## config.mk

```make
export PLATFORM = sky130hd
export DESIGN_NAME = nibble_serial_adder
export DESIGN_NICKNAME = d
export VERILOG_FILES = /design/src/rtl/nibble_serial_adder.sv
export SDC_FILE = /design/constraint.sdc
export NUM_CORES = 1
export LEC_CHECK = 0
export ABC_AREA = 1
export BUFFER_PORTS_ARGS = -buffer_cell sky130_fd_sc_hd__buf_2
export CAP_MARGIN = 0
export CORE_MARGIN = 10
export CORE_UTILIZATION = 47
export DETAILED_ROUTE_END_ITERATION = 8
export PLACE_DENSITY = 0.76
export SYNTH_ARGS = -nofsm -noshare
export SYNTH_HDL_FRONTEND = slang
export SYNTH_SLANG_ARGS = --single-unit
```

## constraint.sdc

```tcl
create_clock -name clk -period 4.08 [get_ports clk]
set_clock_uncertainty 0.05 [all_clocks]
set_input_delay 0.204 -clock clk [delete_from_list [all_inputs] [get_ports clk]]
set_output_delay 0.204 -clock clk [all_outputs]
set_load 0.02 [all_outputs]
```

## src/rtl/nibble_serial_adder.sv

```systemverilog
// Serial WIDTH-bit adder/subtractor: one 4-bit carry-lookahead slice reused per nibble, LSB first.
// Define NIBBLE_SERIAL_ADDER_FLAGS_EN to build the {N,Z,C,V} flag logic; otherwise flags read 4'b0000.

module nibble_cla4 (
  input  logic [3:0] a_i,
  input  logic [3:0] b_i,
  input  logic       c_i,
  output logic [3:0] s_o,
  output logic       pg_o,
  output logic       gg_o
);
  logic [3:0] p, g, c;

  assign p = a_i ^ b_i;
  assign g = a_i & b_i;

  assign c[0] = c_i;
  assign c[1] = g[0] | (p[0] & c_i);
  assign c[2] = g[1] | (p[1] & g[0]) | (p[1] & p[0] & c_i);
  assign c[3] = g[2] | (p[2] & g[1]) | (p[2] & p[1] & g[0]) | (p[2] & p[1] & p[0] & c_i);

  assign s_o  = p ^ c;
  assign pg_o = &p;
  assign gg_o = g[3] | (p[3] & g[2]) | (p[3] & p[2] & g[1]) | (p[3] & p[2] & p[1] & g[0]);
endmodule

module nibble_serial_adder #(
  parameter int WIDTH = 64  // multiple of 4, at least 8
) (
  input  logic             clk,
  input  logic             reset,
  input  logic             in_valid,
  output logic             in_ready,
  input  logic [WIDTH-1:0] a,
  input  logic [WIDTH-1:0] b,
  input  logic             sub,
  output logic             out_valid,
  input  logic             out_ready,
  output logic [WIDTH-1:0] result,
  output logic [3:0]       flags
);
  localparam int NIBBLES = WIDTH / 4;
  localparam int IDX_W   = $clog2(NIBBLES);
  localparam int MSB     = WIDTH - 1;
  localparam logic [IDX_W-1:0] LAST_IDX = IDX_W'(NIBBLES - 1);

  typedef enum logic [1:0] {IDLE, RUN, DONE} state_e;

  state_e           state_q, state_d;
  logic [WIDTH-1:0] a_q, a_d, b_q, b_d, result_q, result_d;
  logic             carry_q, carry_d;
  logic [IDX_W-1:0] idx_q, idx_d;
  logic             fin_q, fin_d;

  logic [3:0] nib_a, nib_b, nib_s;
  logic       pg, gg;

  assign nib_a = a_q[{idx_q, 2'b00} +: 4];
  assign nib_b = b_q[{idx_q, 2'b00} +: 4];

  nibble_cla4 u_slice (
    .a_i  (nib_a),
    .b_i  (nib_b),
    .c_i  (carry_q),
    .s_o  (nib_s),
    .pg_o (pg),
    .gg_o (gg)
  );

  // fin_q marks that the last nibble is written; the following RUN cycle
  // settles the flags from the complete result and moves to DONE.
  always_comb begin
    // NOTE: every variable gets its hold value first so no path leaves it unassigned (no latch).
    state_d  = state_q;
    a_d      = a_q;
    b_d      = b_q;
    result_d = result_q;
    carry_d  = carry_q;
    idx_d    = idx_q;
    fin_d    = fin_q;
    unique case (state_q)
      IDLE: begin
        if (in_valid) begin
          state_d  = RUN;
          a_d      = a;
          b_d      = sub ? ~b : b;
          carry_d  = sub;
          idx_d    = '0;
          fin_d    = 1'b0;
          result_d = '0;
        end
      end
      RUN: begin
        if (fin_q) begin
          state_d = DONE;
        end else begin
          result_d[{idx_q, 2'b00} +: 4] = nib_s;
          carry_d = gg | (pg & carry_q);
          if (idx_q == LAST_IDX) fin_d = 1'b1;
          else                   idx_d = idx_q + IDX_W'(1);
        end
      end
      DONE: begin
        if (out_ready) state_d = IDLE;
      end
      default: state_d = IDLE;
    endcase
  end

  always_ff @(posedge clk) begin
    // NOTE: operand registers are reset too, so post-reset state is fully defined.
    if (reset) begin
      state_q  <= IDLE;
      a_q      <= '0;
      b_q      <= '0;
      result_q <= '0;
      carry_q  <= 1'b0;
      idx_q    <= '0;
      fin_q    <= 1'b0;
    end else begin
      // NOTE: non-blocking so every register samples pre-edge values.
      state_q  <= state_d;
      a_q      <= a_d;
      b_q      <= b_d;
      result_q <= result_d;
      carry_q  <= carry_d;
      idx_q    <= idx_d;
      fin_q    <= fin_d;
    end
  end

  assign in_ready  = (state_q == IDLE);
  assign out_valid = (state_q == DONE);
  assign result    = result_q;

`ifdef NIBBLE_SERIAL_ADDER_FLAGS_EN
  logic [3:0] flags_q, flags_d;

  // b_q already holds the operand actually added, so V compares against it directly.
  always_comb begin
    flags_d = flags_q;
    if (state_q == RUN && fin_q) begin
      flags_d = {result_q[MSB], (result_q == '0), carry_q,
                 (a_q[MSB] == b_q[MSB]) && (result_q[MSB] != a_q[MSB])};
    end
  end

  always_ff @(posedge clk) begin
    if (reset) flags_q <= 4'b0000;
    else       flags_q <= flags_d;
  end

  assign flags = flags_q;
`else
  assign flags = 4'b0000;
`endif
endmodule
```

==> results of run 1 <==
-- cells by family after synthesis --
logic type | after synthesis | share of synthesized area (%)
DFF | 200 | 43.34
xor gates and xnor gates | 64 | 6.067
other | 1 | 0.04059
adders and majority gates | 11 | 1.571
and+or+nand+nor | 504 | 22.64
AOI/OAI and AO/OA | 315 | 18.89
buffers and inverters | 169 | 7.449
-- synthesized netlist by cell type, types with 16 or more instances --
cell	number	area [sq um]
clkbuf_1	50	187.7
xnor2_1	64	560.5
o211ai_1	17	127.6
o21ai_0	136	680.7
buf_2	16	80.08
nor2_1	175	656.9
inv_1	76	285.3
o22ai_1	42	262.8
a21oi_1	98	490.5
nand3_1	47	235.2
nand2_1	250	938.4
dfxtp_1	200	4004
-- worst max-delay path by stage --
stage | endpoint | start
after floorplan | result[13] | idx_q[1]
after global placement | result[23] | idx_q[0]
after detailed placement | result[23] | idx_q[0]
after CTS | result[23] | idx_q[0]
after global routing | result[55] | idx_q[0]
final | result[23] | idx_q[0]
-- state kept, by name, summed over array words and instances (netlist names) --
register,count
fin_q,1
a_q,64
carry_q,1
b_q,64
idx_q,4
state_q,2
result,64
-- routing by layer --
| layer | vias up | share of wire [%] | GRT usage (%) |
|---|---|---|---|
| met5 | - | 0 | 0 |
| met4 | 0 | 1.5 | 5.008 |
| met3 | 34 | 6.3 | 5.064 |
| met2 | 290 | 47 | 34.15 |
| met1 | 4170 | 45 | 26.29 |
| li1 | 4529 | - | - |
-- layout make-up --
| type | instances | area [sq um] | share of cell area, % |
|---|---|---|---|
| Tap cell | 265 | 331.6 | 2.909 |
| Multi-Input combinational cell | 898 | 4563 | 40.03 |
| Clock buffer | 19 | 452.9 | 3.974 |
| Timing Repair Buffer | 254 | 1541 | 13.52 |
| Clock inverter | 13 | 185.2 | 1.625 |
| Inverter | 85 | 319.1 | 2.799 |
| Sequential cell | 200 | 4005 | 35.14 |
-- power groups by stage --
stage	logic, W	registers, W	clock network, W
floorplan	0.000520	0.00216	0
detailed placement	0.000737	0.00216	0
finish	0.000782	0.00212	0.00182
global route	0.000865	0.00213	0.00192
CTS	0.000774	0.00212	0.00183
global placement	0.000726	0.00216	0
-- what timing repair did --
action / in CTS / in global routing
hold buffers: 46 / 0
resized for setup: 0 / 0
setup buffers: 0 / 0
hold endpoints to repair: 46 / 0
-- worst max-delay path: cells and delay by family, from the launching register on --
kind / cells / cell delay, ns
AO/OA/AOI/OAI: 5 / 1.08
AND/OR/NAND/NOR: 6 / 0.88
buffers and inverters: 1 / 0.63
flip-flops: 1 / 0.34
adder cells (fa/ha/maj): 1 / 0.34
-- stage by stage --
step / hold slack, ns / area [sq um] / cells
after floorplan: 0.2589 / 9250 / 1267
final: -0.0002882 / 11400 / 1734
after global placement: 0.3511 / 10300 / 1656
after global routing: 0.008108 / 11400 / 1734
after detailed placement: 0.3749 / 10300 / 1656
after CTS: 0.002321 / 11400 / 1734
==> impl_metrics.py, run 1 <==
metrics = {
    "timing": {
        "slew_viol_final": 0,
        "slew_headroom_pct": 21.29,
        "worst_slack_ns": 0.6840,
        "finalCriticalPeriod_ns": 3.396,
        "finalCritPeriodShare_pct": 83.24,
        "rsz0062_at_grt": "no",
        "worst_pin_slew_ns": 1.177,
        "final.setup.tns_ns": 0,
        "final_hold_viol_count": 1,
        "setup_viol": 0,
        "whs_ns": -0.0002882,
        "fmax_mhz": 294.5,
    },
    "cells_and_area": {
        "finalNetCount": 1600,
        "final_util_pct": 58.76,
        "nFillCells": 1851,
        "drive_gt1_share_pct": 18.99,
        "antenna_cells": 0,
        "final_cell_mix": "nand2_1 (248), dfxtp_1 (199), buf_2 (197)",
        "final_common_cell": "nand2_1",
        "syn_to_final_growth_pct": 23.37,
    },
    "worst_setup_path": {
        "crit_slowest_cell": "inv_2",
        "critPathCaptureType": "register",
        "r2r_slack_ns": 0.68,
        "critPathMaxFanout": 53,
        "crit_top_cell": "nand3_1",
        "cp.arrival_ns": 3.71,
        "rr_worst_depth": 13,
        "regToRegEndpoint": "result[23]",
        "path_cells": "inv_2 > o21ai_0 > o221ai_1 > nand3_1 > o21ai_0 > ha_1 > a21oi_1 > nand2_1 > nand2_1 > nand3_1 > nor2_1 > nand3_1 > a21oi_1",
        "cp.required_ns": 4.39,
        "rr_startpoint": "idx_q[0]",
        "startpoint_type": "register",
        "cp_slowest_stage_delay_ns": 0.63,
        "crit_type": "register to register",
    },
    "pwr": {
        "powerDensity_nw_per_um2": 413.9,
        "switching_power_w": 0.001348,
        "p_leak_nw": 4.728,
        "combPwrFrac_pct": 16.6,
        "p_clk_share_pct": 38.5,
        "seq_power_share_pct": 44.9,
        "internal_power_w": 0.003369,
        "swShare_pct": 28.58,
        "ir_drop_uv": 308.2,
        "total_power_w": 0.004718,
    },
    "synthesis": {
        "synth-seq-cells": 200,
        "synthFlopType": "dfxtp_1",
        "synth.avg_cell_area_sq_um": 7.309,
        "syn_area_sq_um": 9239,
        "ys_types": 38,
        "synth-seq-area-share_pct": 43.34,
        "ys_async_sr_fraction_pct": 0,
        "synth_warnings": 0,
        "netlist_instances": 1264,
        "synth-edff-count": 0,
    },
    "outcome": {
        "violations": "hold timing",
        "outcome": "complete, but fails checks",
    },
    "drt": {
        "antenna_left": 0,
        "wirelength_microns": 27340,
        "viasPerCell": 5.204,
        "wl_per_cell_microns": 15.77,
        "dr_total_vias": 9023,
        "drtPass1Iterations": 6,
        "drc": 0,
        "first_iter_violations": 690,
    },
    "clock_tree": {
        "clk_path_buf_depth": 2,
        "cts_made_buffers": 17,
        "clock-sinks": 200,
        "clock_latency_ns": 0.44,
        "cts_root_buf": "clkbuf_16",
        "cts.clk_slew.worst_paths_ns": 0.07,
        "htree_levels": 4,
        "tritoncts": "built",
    },
    "place": {
        "pre_cts_slack_ns": 0.7550,
        "portBuffers": 198,
        "place.gp.congestion": 0.8734,
        "hpwl_microns": 19370,
    },
    "die": {
        "dieArea_sq_um": 25670,
        "die_h_microns": 160.2,
        "die_w_microns": 160.2,
        "core_sq_um": 19400,
        "pin_count": 203,
        "start_util_pct": 47.63,
        "num_rows": 51,
    },
    "min_path": {
        "min_from": "a[1]",
        "min_to": "a_q[1]",
        "min_path_type": "input port to register",
        "hold_path_depth": 3,
    },
    "grt": {
        "antenna_found_initial": 0,
        "first_global_vias": 8598,
        "grt_max_degree": 94,
        "grt-ovfl-total": 0,
        "grt_usage_pct": 20.60,
        "grt_pass1_wl_microns": 43970,
    },
    "job": {
        "drv_cap": 0,
    },
}
No activity file was read; power rests on OpenSTA's default activity.
==> run 2, diff against run 1 <==
- PLACE_DENSITY: 0.76 -> 0.78
- clock period: 4.08 -> 2.9 ns (I/O delays scaled with it)
==> run 2 against run 1 <==
Against the previous run:
- the flow now finishes without violations
- wire length increased by 8.8%
- worst hold slack gained 0.010 ns
- via count increased by 6.0%
- setup slack worse by 0.50 ns
- fmax rose by 25%
- non-clock buffer count rose by 84
- count of clock-buffer cells in the layout stayed put
- combinational power rose by 59%
- critical endpoint is now result[31]
==> impl_metrics.py, run 2 (synthesized netlist as in run 1, its figures left out) <==
metrics = {
    "outcome": {
        "outcome": "finished clean",
    },
    "cells_and_area": {
        "final_common_cell": "nand2_1",
        "syn_to_final_growth_pct": 32.45,
        "nFillCells": 1631,
        "drive_gt1_share_pct": 20.15,
        "final_util_pct": 63.08,
        "finalNetCount": 1684,
        "final_cell_mix": "nand2_1 (246), dfxtp_1 (198), buf_2 (197)",
    },
    "clock_tree": {
        "htree_levels": 4,
        "clock-sinks": 200,
        "cts_root_buf": "clkbuf_16",
        "clock_latency_ns": 0.44,
        "cts.clk_slew.worst_paths_ns": 0.07,
        "clk_path_buf_depth": 2,
        "cts_made_buffers": 17,
        "tritoncts": "built",
    },
    "worst_setup_path": {
        "r2r_slack_ns": 0.19,
        "crit_slowest_cell": "dfxtp_2",
        "regToRegEndpoint": "result[31]",
        "cp.depth": 16,
        "crit_top_cell": "nand2_1",
        "cp.required_ns": 3.20,
        "crit_type": "register to register",
        "endpoint": "result[31]",
        "rr_worst_depth": 16,
        "crit_start": "idx_q[1]",
        "startpoint_type": "register",
        "crit_buf_inv": 3,
        "path_cells": "inv_1 > nor2_1 > buf_4 > o21ai_0 > o2111ai_1 > nand2_1 > ha_1 > nand2_1 > inv_1 > nand2_1 > nand2_1 > nand2_1 > nand3_2 > nor2_4 > nand3_1 > a21oi_1",
        "worst_path_dominant_cell_family": "simple AND/OR/NAND/NOR gates",
        "cp.arrival_ns": 3.02,
        "cp_slowest_stage_delay_ns": 0.40,
        "rr_startpoint": "idx_q[1]",
        "critPathMaxFanout": 8,
        "critPathCaptureType": "register",
    },
    "pwr": {
        "total_power_w": 0.006596,
        "p_leak_nw": 5.078,
        "ir_drop_uv": 460.3,
        "powerDensity_nw_per_um2": 539.1,
    },
    "drt": {
        "antenna_left": 0,
        "wirelength_microns": 29750,
        "drtPass1Iterations": 5,
        "viasPerCell": 5.256,
        "dr_total_vias": 9561,
        "drc": 0,
        "wl_per_cell_microns": 16.35,
        "first_iter_violations": 973,
    },
    "grt": {
        "grt_pass1_wl_microns": 48270,
        "use_met1_pct": 27.77,
        "grt_usage_pct": 22.51,
        "grt_max_degree": 77,
        "grt_use_met3_pct": 5.656,
        "grt-ovfl-total": 0,
        "antenna_found_initial": 1,
        "first_global_vias": 9368,
        "use_met2_pct": 37.68,
        "gr-max-usage-layer": "met2",
    },
    "place": {
        "place.gp.congestion": 0.9122,
        "hpwl_microns": 19840,
        "pre_cts_slack_ns": 0.03625,
        "portBuffers": 198,
    },
    "timing": {
        "worst_pin_slew_ns": 1.149,
        "setup_viol": 0,
        "rsz0062_at_grt": "yes",
        "worst_slack_ns": 0.1883,
        "slew_headroom_pct": 23.12,
        "slew_viol_final": 0,
        "fmax_mhz": 368.8,
        "finalCriticalPeriod_ns": 2.712,
        "finalCritPeriodShare_pct": 93.51,
        "final_hold_viol_count": 0,
    },
    "die": {
        "dieArea_sq_um": 25670,
        "pin_count": 203,
        "start_util_pct": 47.63,
        "die_h_microns": 160.2,
        "core_sq_um": 19400,
        "die_w_microns": 160.2,
        "num_rows": 51,
    },
    "job": {
        "drv_cap": 0,
    },
    "min_path": {
        "min_path_type": "input port to register",
    },
}
## run 2: final cells by class
class	count	area (sq um)	area share, %
Antenna cell	1	2.502	0.02045
Clock buffer	19	452.9	3.701
Clock inverter	13	133.9	1.094
Inverter	85	321.6	2.628
Multi-Input combinational cell	898	4623	37.78
Sequential cell	200	4006	32.74
Tap cell	265	331.6	2.710
Timing Repair Buffer	338	2365	19.33
## run 2: worst min-delay path by stage
stage | cells past startpoint | end | start | slack [ns]
final | 3 | b_q[44] | b[44] | 0.01
after global routing | 3 | b_q[34] | b[34] | 0.01
after CTS | 3 | b_q[8] | b[8] | 0.00002
after detailed placement | 2 | state_q[1] | out_ready | 0.31
after global placement | 2 | state_q[1] | out_ready | 0.29
after floorplan | 1 | state_q[1] | out_ready | 0.20
## run 2: power breakdown
group / leakage, nW / internal (W) / total, W / switching, W
clock: 0.285 / 0.00126 / 0.00237 / 0.00111
combinational: 3.15 / 0.000489 / 0.00124 / 0.000748
sequential: 1.64 / 0.00291 / 0.00299 / 0.0000810
total: 5.08 / 0.00466 / 0.00660 / 0.00194
## run 2: metal layers
metal,share of wire [%],vias to the layer above
met3,8.3,63
met5,0,-
met1,41,4380
met4,2.7,0
met2,48,432
li1,-,4686
## run 2: through the flow
| stage | instance area, sq um | hold WS (ns) | setup TNS [ns] | std cells |
|---|---|---|---|---|
| 6_report | 12240 | 0.009760 | 0 | 1819 |
| 5_1_grt | 12230 | 0.009751 | -0.1170 | 1818 |
| 4_1_cts | 12160 | 0.00001629 | 0 | 1817 |
| 3_5_place_dp | 10470 | 0.3067 | 0 | 1675 |
| 3_3_place_gp | 10470 | 0.2918 | 0 | 1675 |
| 2_1_floorplan | 9250 | 0.1999 | 0 | 1267 |
## run 2: repair_timing
action,4_1_cts,5_1_grt
hold buffers,110,0
endpoints found under the setup margin,1,60
endpoints found under the hold margin,110,0
pin swaps,0,1
setup buffers,0,1
gates resized for setup,1,20
## run 2: tightest hold or removal path, stage by stage
cell     delay (ns)
buf_2          0.09
xnor2_1        0.12
o22ai_1        0.08
==> run 3, diff against run 2 <==
- PLACE_DENSITY: 0.78 -> 0.84
==> run 3 against run 2 <==
Against the previous run:
- the flow now finishes with violations (hold timing)
- wire length grew 2.9%
- setup slack lost 0.0063 ns
- sequential share of layout area shrank 0.083 points
- sequential power is essentially flat
- non-clock buffer count grew 2
- register-to-register slack is essentially flat
- via count grew 1.8%
- critical endpoint is now result[29]
- largest power group unchanged
- highest routed layer unchanged
==> impl_metrics.py, run 3 (synthesized netlist as in run 1, its figures left out) <==
metrics = {
    "outcome": {
        "outcome": "complete, but fails checks",
        "violations": "hold timing",
    },
    "clock_tree": {
        "cts_made_buffers": 17,
        "tritoncts": "built",
        "cts.clk_slew.worst_paths_ns": 0.07,
        "cts_root_buf": "clkbuf_16",
        "clk_path_buf_depth": 2,
        "htree_levels": 4,
        "clock-sinks": 200,
        "clock_latency_ns": 0.45,
    },
    "drt": {
        "drc": 0,
        "first_iter_violations": 1175,
        "drtPass1Iterations": 8,
        "wl_per_cell_microns": 16.80,
        "wirelength_microns": 30600,
        "viasPerCell": 5.340,
        "dr_total_vias": 9729,
        "antenna_left": 0,
    },
    "pwr": {
        "ir_drop_uv": 435.0,
        "powerDensity_nw_per_um2": 550.0,
        "total_power_w": 0.006750,
        "p_leak_nw": 5.102,
    },
    "cells_and_area": {
        "syn_to_final_growth_pct": 32.83,
        "final_cell_mix": "nand2_1 (247), dfxtp_1 (199), buf_2 (197)",
        "nFillCells": 1666,
        "drive_gt1_share_pct": 19.55,
        "multi_input_area_sq_um": 4599,
        "seqCellArea_sq_um": 4008,
        "final_common_cell": "nand2_1",
        "finalNetCount": 1686,
        "instances_no_fill": 1822,
    },
    "place": {
        "hpwl_microns": 20230,
        "portBuffers": 198,
        "place.gp.congestion": 0.9276,
        "place_inst": 1673,
    },
    "grt": {
        "grt_usage_pct": 22.80,
        "grt_pass1_wl_microns": 48600,
        "first_global_vias": 9532,
        "grt_max_degree": 77,
        "grt-ovfl-total": 0,
        "antenna_found_initial": 2,
    },
    "die": {
        "dieArea_sq_um": 25670,
        "die_w_microns": 160.2,
        "pin_count": 203,
        "core_sq_um": 19400,
        "num_rows": 51,
        "die_h_microns": 160.2,
        "start_util_pct": 47.63,
    },
    "worst_setup_path": {
        "critPathCaptureType": "register",
        "critPathMaxFanout": 11,
        "cp.arrival_ns": 2.97,
        "startpoint_type": "register",
        "cp.required_ns": 3.15,
        "crit_type": "register to register",
    },
    "timing": {
        "final_hold_viol_count": 2,
        "slew_headroom_pct": 25.15,
        "finalCritPeriodShare_pct": 93.73,
        "slew_viol_final": 0,
        "setup_viol": 0,
        "fmax_mhz": 367.9,
        "worst_pin_slew_ns": 1.119,
        "whs_ns": -0.006961,
        "finalCriticalPeriod_ns": 2.718,
    },
    "min_path": {
        "min_path_type": "input port to register",
    },
    "job": {
        "drv_cap": 0,
    },
}
-- run 3: layer usage --
metal / vias to the layer above / part of all wire (%) / GRT usage (%)
li1: 4697 / - / -
met1: 4460 / 39 / 25.92
met2: 481 / 49 / 39.37
met3: 91 / 8.1 / 6.195
met4: 0 / 3.6 / 9.641
met5: - / 0 / 0
-- run 3: final timing paths --
| kind | start | endpoint | slack [ns] | cells past startpoint |
|---|---|---|---|---|
| setup / recovery | idx_q[1] | result[29] | 0.18 | 14 |
| setup reg to reg | idx_q[1] | result[29] | 0.18 | 14 |
| hold reg to reg | b_q[63] | b_q[63] | 0.40 | 2 |
| hold / removal | b[45] | b_q[45] | -0.007 | 3 |
-- run 3: layout make-up --
class,count,share of cell area [%]
multi-input cells,898,37.48
flip-flops and latches,200,32.66
repair buffers,340,19.40
clock buffers,19,3.528
well taps,265,2.702
inverters,85,2.641
clock inverters,13,1.550
diodes,2,0.04078
-- run 3: repair_timing --
action / CTS / global route
setup endpoints to repair: 0 / 42
gates resized for setup: 0 / 20
hold buffers: 114 / 0
hold endpoints to repair: 114 / 0
buffers inserted: 0 / 1
-- run 3: power breakdown --
| group | switching [W] | internal (W) | total (W) |
|---|---|---|---|
| logic | 0.000757 | 0.000489 | 0.00125 |
| registers | 0.0000790 | 0.00291 | 0.00299 |
| clock network | 0.00112 | 0.00139 | 0.00251 |
-- run 3: worst max-delay path, cell delays in order, from the launching register on --
cell and delay [ns]:
dfxtp_1 0.34, buf_4 0.18, nor2_4 0.12, buf_4 0.20, o211ai_1 0.12, o2111ai_1 0.12, nand2_1 0.14, fa_1 0.42
or2_2 0.30, nand2_1 0.09, inv_1 0.12, nand3_1 0.15, nor2_1 0.07, nand2_1 0.08, a21oi_1 0.06
-- run 3: metrics by stage --
| step | hold slack, ns | setup TNS, ns | setup WS (ns) | instance area [sq um] | util, % |
|---|---|---|---|---|---|
| finish | -0.006961 | 0 | 0.1819 | 12270 | 63.26 |
| floorplan | 0.1999 | 0 | 0.2150 | 9250 | - |
| global route | 0.01936 | -0.01824 | -0.007872 | 12270 | 63.25 |
| CTS | 0.001339 | 0 | 0.08394 | 12200 | 62.91 |
| global placement | 0.2912 | 0 | 0.1767 | 10440 | 53.82 |
| detailed placement | 0.3058 | 0 | 0.09016 | 10440 | 53.82 |
